`config.mk`:
```
export PLATFORM = sky130hd
export DESIGN_NAME = if_prefetch_queue
export DESIGN_NICKNAME = d
export VERILOG_FILES = /design/src/rtl/fetch_pkg.sv /design/src/rtl/fetch_fifo.sv /design/src/rtl/if_prefetch_queue.sv
export SDC_FILE = /design/constraint.sdc
export NUM_CORES = 1
export LEC_CHECK = 0
export CORE_MARGIN = 8
export CORE_UTILIZATION = 30
export CTS_CLUSTER_DIAMETER = 50
export CTS_CLUSTER_SIZE = 8
export DETAILED_ROUTE_END_ITERATION = 8
export PLACE_DENSITY = 0.52
export SYNTH_ARGS = -nofsm -noshare
export SYNTH_HDL_FRONTEND = slang
export SYNTH_SLANG_ARGS = --single-unit
```
`constraint.sdc`:
```
create_clock -name clk -period 5 [get_ports clk]
set_input_delay 1 -clock clk [delete_from_list [all_inputs] [get_ports clk]]
set_output_delay 1 -clock clk [all_outputs]
set_load 0.1 [all_outputs]
```
`src/rtl/fetch_pkg.sv`:
```
// Shared types and default widths for the instruction-fetch front end.
package fetch_pkg;

    localparam int unsigned DEF_XLEN    = 32;
    localparam int unsigned DEF_ADDR_W  = 32;
    localparam int unsigned DEF_PC_STEP = 4;

    typedef struct packed {
        logic [DEF_XLEN-1:0]   instr;
        logic [DEF_ADDR_W-1:0] pc;
    } fetch_entry_t;

endpackage

```
`src/rtl/fetch_fifo.sv`:
```
// DEPTH-entry circular buffer of fetch entries; flush has priority over push/pop.
module fetch_fifo
    import fetch_pkg::*;
#(
    parameter int unsigned DEPTH   = 4,
    parameter type         entry_t = fetch_entry_t
) (
    input  logic                       clk,
    input  logic                       rst,
    input  logic                       push,
    input  logic                       pop,
    input  logic                       flush,
    input  entry_t                     wdata,
    output entry_t                     rdata,
    output logic [$clog2(DEPTH+1)-1:0] count
);

    localparam int unsigned PTR_W = $clog2(DEPTH);
    localparam int unsigned CNT_W = $clog2(DEPTH+1);

    entry_t           mem [DEPTH];
    logic [PTR_W-1:0] rd_ptr;
    logic [PTR_W-1:0] wr_ptr;
    logic             do_pop;

    // Explicit wrap so non-power-of-two depths never index past the last entry.
    function automatic logic [PTR_W-1:0] ptr_inc(input logic [PTR_W-1:0] p);
        return (p == PTR_W'(DEPTH - 1)) ? '0 : p + PTR_W'(1);
    endfunction

    assign do_pop = pop && (count != '0);
    assign rdata  = mem[rd_ptr];

    always_ff @(posedge clk or posedge rst) begin
        if (rst) begin
            rd_ptr <= '0;
            wr_ptr <= '0;
            count  <= '0;
        end else if (flush) begin
            rd_ptr <= '0;
            wr_ptr <= '0;
            count  <= '0;
        end else begin
            if (push) begin
                wr_ptr <= ptr_inc(wr_ptr);
            end
            if (do_pop) begin
                rd_ptr <= ptr_inc(rd_ptr);
            end
            count <= count + CNT_W'(push) - CNT_W'(do_pop);
        end
    end

    always_ff @(posedge clk) begin
        if (push && !flush) begin
            mem[wr_ptr] <= wdata;
        end
    end

    overflow_chk: assert property (@(posedge clk) disable iff (rst)
        !(push && !flush && !do_pop && (count == CNT_W'(DEPTH))));

endmodule

```
`src/rtl/if_prefetch_queue.sv`:
```
// Instruction-fetch front end: PC, credit-gated imem requests, in-flight slot and
// a prefetch queue feeding IF/ID over valid/ready, with zero-bubble redirect.
module if_prefetch_queue
    import fetch_pkg::*;
#(
    parameter int unsigned       XLEN     = DEF_XLEN,
    parameter int unsigned       ADDR_W   = DEF_ADDR_W,
    parameter int unsigned       DEPTH    = 4,
    parameter int unsigned       PC_STEP  = DEF_PC_STEP,
    parameter logic [ADDR_W-1:0] RESET_PC = '0
) (
    input  logic                       clk,
    input  logic                       rst,
    input  logic                       fetch_en,
    input  logic                       redirect_valid,
    input  logic [ADDR_W-1:0]          redirect_pc,
    output logic                       imem_req,
    output logic [ADDR_W-1:0]          imem_addr,
    input  logic [XLEN-1:0]            imem_rdata,
    output logic                       id_valid,
    input  logic                       id_ready,
    output logic [XLEN-1:0]            id_instr,
    output logic [ADDR_W-1:0]          id_pc,
    output logic [ADDR_W-1:0]          id_next_pc,
    output logic [$clog2(DEPTH+1)-1:0] q_count
);

    localparam int unsigned CNT_W = $clog2(DEPTH+1);

    typedef struct packed {
        logic [XLEN-1:0]   instr;
        logic [ADDR_W-1:0] pc;
    } entry_t;

    logic [ADDR_W-1:0] pc_q;
    logic [ADDR_W-1:0] inflight_pc;
    logic              inflight_v;
    logic              pop;
    logic              push;
    logic              credit_ok;
    logic [CNT_W:0]    occupancy;
    entry_t            head;
    entry_t            wr_entry;

    assign id_valid  = (q_count != '0);
    assign pop       = id_valid && id_ready;
    assign push      = inflight_v && !redirect_valid;
    assign occupancy = {1'b0, q_count} + (CNT_W+1)'(inflight_v) - (CNT_W+1)'(pop);
    assign credit_ok = occupancy < (CNT_W+1)'(DEPTH);

    // A redirect empties both queue and in-flight slot, so its own fetch always has room.
    assign imem_req  = !rst && fetch_en && (redirect_valid || credit_ok);
    assign imem_addr = redirect_valid ? redirect_pc : pc_q;
    assign wr_entry  = '{instr: imem_rdata, pc: inflight_pc};

    always_ff @(posedge clk or posedge rst) begin
        if (rst) begin
            pc_q        <= RESET_PC;
            inflight_v  <= 1'b0;
            inflight_pc <= '0;
        end else begin
            inflight_v  <= imem_req;
            inflight_pc <= imem_addr;
            if (imem_req) begin
                pc_q <= imem_addr + ADDR_W'(PC_STEP);
            end else if (redirect_valid) begin
                pc_q <= redirect_pc;
            end
        end
    end

    fetch_fifo #(
        .DEPTH   (DEPTH),
        .entry_t (entry_t)
    ) u_fifo (
        .clk   (clk),
        .rst   (rst),
        .push  (push),
        .pop   (pop),
        .flush (redirect_valid),
        .wdata (wr_entry),
        .rdata (head),
        .count (q_count)
    );

    assign id_instr   = id_valid ? head.instr : '0;
    assign id_pc      = id_valid ? head.pc : '0;
    assign id_next_pc = id_valid ? head.pc + ADDR_W'(PC_STEP) : '0;

endmodule

```
**Word level (Yosys, flattened, before mapping)**

Memories as Yosys holds them, arrays and structs flattened.
Index checks and enable logic that the tools add are counted.
W data, S select, Z words.

- Register bits: 72
- Memory bits (writable): 256
- Bits of input ports: 69
- Output and inout port bits: 133
- Logic and storage cells: 44
- Memories kept: 1

Memories:

| memory | words | width | read ports | clocked after memory_dff | write ports | RTL line | source |
|---|---|---|---|---|---|---|---|
| u_fifo.mem | 4 | 64 | 1 | 0 | 1 | fetch_fifo.sv:21 | `entry_t mem [DEPTH];` |

- $add $sub $neg: 8
- Order comparisons: 1
- Eq/ne operators: 2
- Mux-type cells: 14
- Reductions and logical operators: 12

Operator list:

| cell | count |
|---|---|
| $mux W32 | 5 |
| $add A32 B3 Y32 const B | 2 |
| $mux W2 | 6 |
| $logic_and A1 B1 Y1 | 6 |
| $add A2 B1 Y2 const B | 2 |
| $add A3 B1 Y4 | 1 |
| $eq A2 B2 Y1 const B | 2 |
| $lt A4 B3 Y1 const B | 1 |
| $reduce_bool A2 Y1 | 2 |
| $sub A4 B1 Y4 | 1 |
| $add A3 B1 Y3 | 1 |
| $mux W3 | 1 |
| $reduce_bool A3 Y1 | 1 |
| $sub A3 B1 Y3 | 1 |
| $logic_not A1 Y1 | 2 |
| $mux W1 | 2 |
| $logic_or A1 B1 Y1 | 1 |

**Logic depth before layout (Yosys ltp)**

- Depth after elaboration: 7
- Gate-level depth with buffers: 15
- Depth with buffers taken out: 13

**Cells and area by module**

A second synthesis with hierarchy kept.

- Cell total of the unflattened synthesis: 828
- Area total of the unflattened synthesis: 13875.8 um^2

Modules (own cells, without submodules):

| module | instances | cells each | area each (um^2) | sequential area each (um^2) |
|---|---|---|---|---|
| fetch_fifo | 1 | 378 | 9733.1 | 7862.5 |
| if_prefetch_queue | 1 | 450 | 4142.7 | 1576.5 |

**Worst setup path before layout**

No wires, ideal clock.

- Kind: register to output
- From: register u_fifo.count[1]
- To: output imem_req
- Arrival: 4054 ps
- Required time: 4000 ps
- Slack: -54 ps
- Cell stages (with the launch flop): 14
- Path buffers: 2
- Cells stage by stage: dfrtp_1 -> nor3_1 -> inv_1 -> clkbuf_1 -> nand2_1 -> inv_1 -> ha_1 -> inv_1 -> ha_1 -> and3b_1 -> or4_1 -> a311o_1 -> clkbuf_1 -> clkinv_1

- Cells in the longest elaborated chain, start to end: 6
- Elaborated cells between the ends (all ways): 7
- Classes of those cells: add/sub (2); order compare (1); reduce/logical (4)

RTL lines:

| what | RTL line | source |
|---|---|---|
| start, declared | fetch_fifo.sv:15 | `output logic [$clog2(DEPTH+1)-1:0] count` |
| start signal, assigned | fetch_fifo.sv:50 | `count <= count + CNT_W'(push) - CNT_W'(do_pop);` |
| parallel branches: the longest is 2 deep, another holds $add A3 B1 Y4 | -- |  |
| $sub A4 B1 Y4 (*) | if_prefetch_queue.sv:48 | `assign occupancy = {1'b0, q_count} + (CNT_W+1)'(inflight_v) - (CNT_W+1)'(pop);` |
| $lt A4 B3 Y1 (*) | if_prefetch_queue.sv:49 | `assign credit_ok = occupancy < (CNT_W+1)'(DEPTH);` |
| $logic_or A1 B1 Y1 (*) | if_prefetch_queue.sv:52 | `assign imem_req = !rst && fetch_en && (redirect_valid \|\| credit_ok);` |
| $logic_and A1 B1 Y1 (*) | if_prefetch_queue.sv:52 |  |
| end, declared | if_prefetch_queue.sv:17 | `output logic imem_req,` |

Mark *: on every way between the ends.

**Worst setup path after layout**

- From: register u_fifo.rd_ptr[0]
- To: output id_next_pc[31]

- Cells in the longest elaborated chain, start to end: 3

RTL lines:

| what | RTL line | source |
|---|---|---|
| start, declared | fetch_fifo.sv:22 | `logic [PTR_W-1:0] rd_ptr;` |
| start signal, assigned | fetch_fifo.sv:48 | `rd_ptr <= ptr_inc(rd_ptr);` |
| $mem_v2 Z4 W64 | -- |  |
| $add A32 B3 Y32 | if_prefetch_queue.sv:88 | `assign id_next_pc = id_valid ? head.pc + ADDR_W'(PC_STEP) : '0;` |
| $mux W32 | if_prefetch_queue.sv:88 |  |
| end, declared | if_prefetch_queue.sv:24 | `output logic [ADDR_W-1:0] id_next_pc,` |

Every way passes these cells.

==> impl_metrics.csv <==
group,metric,value,unit
yosys,synth_top_area_cell,"edfxtp_1",
yosys,ys_seq_area_share,68.9,%
timing,tns,0,ns
timing,clock_skew,0.0137,ns
cts,clock_path_buffers,3,
place,dp_cells,1604,
timing,finalCritPeriodShare,93.9,%
cts,clock_sinks,326,
die,num_rows,78,
cts,hold_buffers,0,
timing,finalHoldViolations,0,
place,dp_slack,0.510,ns
cts,cts_tree,"yes",
yosys,synthTopCellsByArea,"edfxtp_1 (56%), dfrtp_1 (13%), mux4_2 (10%)",
timing,slew_headroom,32.2,%
cells_and_area,layout.nets,1139,
place,portBuffers,201,
detailed_routing,first_iter_violations,402,
yosys,syn_area_per_cell,16.7,µm²
yosys,synth_top_area_share,56.1,%
cts,htree_levels,2,
global_routing,grt_pass1_vias,8577,
status,outcome,"complete, no violations",
detailed_routing,routed_wl,34800,µm
die,core_area,45300,µm²
cts,cts_resized,0,
yosys,synthFlopType,"edfxtp_1",
yosys,yosysWarnings,0,
die,ios,202,
die,die_w,230,µm
cts,cts_made_buffers,50,
timing,post-route-min-period,4.70,ns
min_path,hold_class,"register to register",
critical_path,crit_type,"register to output port",
detailed_routing,vias,7942,
die,start_util,30.3,%
critical_path,critPathLaunchType,"register",
critical_path,worstPathArrival,3.70,ns
yosys,synth_cell_type_count,53,
critical_path,crit_fanout,13,
cts,worstSkewPairLatency,0.56,ns
cells_and_area,final_cell_mix,"edfxtp_1 (256), clkdlybuf4s50_1 (120), buf_4 (81), dfrtp_1 (68), mux4_2 (62)",
place,place.gp.congestion,0.774,
detailed_routing,avgViaCountPerCell,4.67,
global_routing,grt_usage,13.0,%
critical_path,critPathRequiredTime,4.00,ns
critical_path,crit_path_end_kind,"output port",
power,p_leak,6.29,nW
cells_and_area,final_common_cell,"edfxtp_1",
cells_and_area,fin_area,18100,µm²
detailed_routing,drcViolationCount,0,
cts,clkTransAtPathRegs,0.05,ns
detailed_routing,ant_nets,0,
cells_and_area,final_cells,1701,
place,place_area,16500,µm²
detailed_routing,wl_per_cell,20.4,µm
timing,rsz0062_at_grt,"false",
die,die_h,230,µm
cts,root_buffer,"clkbuf_16",
timing,slew_violations,0,
yosys,synth-seq-cells,326,
yosys,async_flop_share,21.5,%
cells_and_area,drive_above_1_share,24.3,%
cells_and_area,area_growth,31.9,%
cells_and_area,postLayoutCoreUtil,39.9,%
cts,cts_setup_buffers,0,
global_routing,grt_max_degree,65,
detailed_routing,drtPass1Iterations,4,
global_routing,grt_overflow,0,
global_routing,antenna_found_initial,0,
global_routing,grt_pass1_wl,53000,µm
timing,fmax,213,MHz
die,die_area,52800,µm²
timing,tightest_slew,1.01,ns
yosys,syn_area,13700,µm²
place,dpl.hpwl,22800,µm
power,vdd.ir_drop.worst,0.509,mV
yosys,synth_edf_count,256,
timing,finalSetupViolCount,0,
yosys,syn_inst,823,
power,powerDensity,679,nW/µm²
timing,fin_ws,0.304,ns
yosys,synth_nets,904,
run,drv_cap,0,
==> cells in the mapped netlist (2+ instances only) <==
cell type,n
or3_1,6
xnor2_1,24
mux4_2,62
nand4b_1,3
and3_1,6
a211oi_1,2
buf_6,2
nand3_1,22
mux2_2,28
nand2_1,24
nor2_1,40
buf_1,3
clkbuf_1,17
nor3_1,20
and2_1,61
ha_1,11
a221oi_1,2
o21ai_0,7
nand4_1,8
mux4_1,2
mux2i_1,18
buf_4,4
inv_1,37
dfrtp_1,70
and4_1,2
xor2_1,15
buf_2,12
a2bb2oi_1,2
nor4_1,13
nor3b_1,3
or4_1,2
edfxtp_1,256
a21oi_1,12
nand3b_1,8
==> where the power goes <==
part           internal [mW]  switching, mW
combinational           1.45           4.38
clock                   2.07           1.15
sequential              3.09          0.113
total                   6.62           5.65
==> worst max-delay path: stages, from the launching register on <==
cell and delay, ns:
dfrtp_4 0.60, mux4_1 0.54, nand4_4 0.27, or4_4 0.69
or4_1 0.53, a21oi_1 0.27, buf_12 0.22
==> registers in the layout (all words and copies together), names as in the netlist <==
name	cells
u_fifo.wr_ptr	2
u_fifo.mem	256
pc_q	30
u_fifo.rd_ptr	2
inflight_v	1
inflight_pc	32
u_fifo.count	3
==> through the flow <==
stage	total power, mW	hold slack [ns]
2_1_floorplan	7.66	0.455
3_3_place_gp	9.14	0.470
3_5_place_dp	9.15	0.484
4_1_cts	12.4	0.492
5_1_grt	12.7	0.518
6_report	12.3	0.491
==> cell families (layout without fill, tap and decap cells) <==
group	Yosys count	in the layout	synth area share, %
xor gates and xnor gates	39	39	2.49
adders and majority gates	12	12	1.15
buffers and inverters	77	354	2.56
other	0	1	0
muxes	110	110	14.2
AOI/OAI and AO/OA	32	32	1.50
and+or+nand+nor	227	227	9.27
DFF	326	326	68.9
==> final timing paths <==
check	startpoint	endpoint	cells after the start	slack (ns)
worst max-delay path	u_fifo.rd_ptr[0]$_DFFE_PP0P_	id_next_pc[31]	6	0.30
worst min-delay path	inflight_pc[20]$_DFF_PP0_	u_fifo.mem[3][20]$_DFFE_PP_	0	0.49
worst max register to register	u_fifo.count[1]$_DFF_PP0_	pc_q[26]$_DFF_PP0_	13	1.58
worst min register to register	inflight_pc[20]$_DFF_PP0_	u_fifo.mem[3][20]$_DFFE_PP_	0	0.49
max in group asynchronous	rst	inflight_pc[0]$_DFF_PP0_	3	3.00
min in group asynchronous	rst	inflight_pc[14]$_DFF_PP0_	2	0.93
==> area by class of cell <==
cell class                      count  area [µm²]
Tap cell                          600         751
Inverter                           38         143
Multi-Input combinational cell    420        3950
Sequential cell                   326        9450
Clock inverter                      9        95.1
Fill cell                        4226       27200
Clock buffer                       85        1470
Antenna cell                        1        2.50
Timing Repair Buffer              222        2220
==> routing by layer <==
layer,share of wire (%),track usage (%)
met5,0,0
met4,2.4,3.74
met3,5.3,3.58
met2,47,21.0
met1,45,16.9
Note: power is estimated with default switching activity, not from simulation.
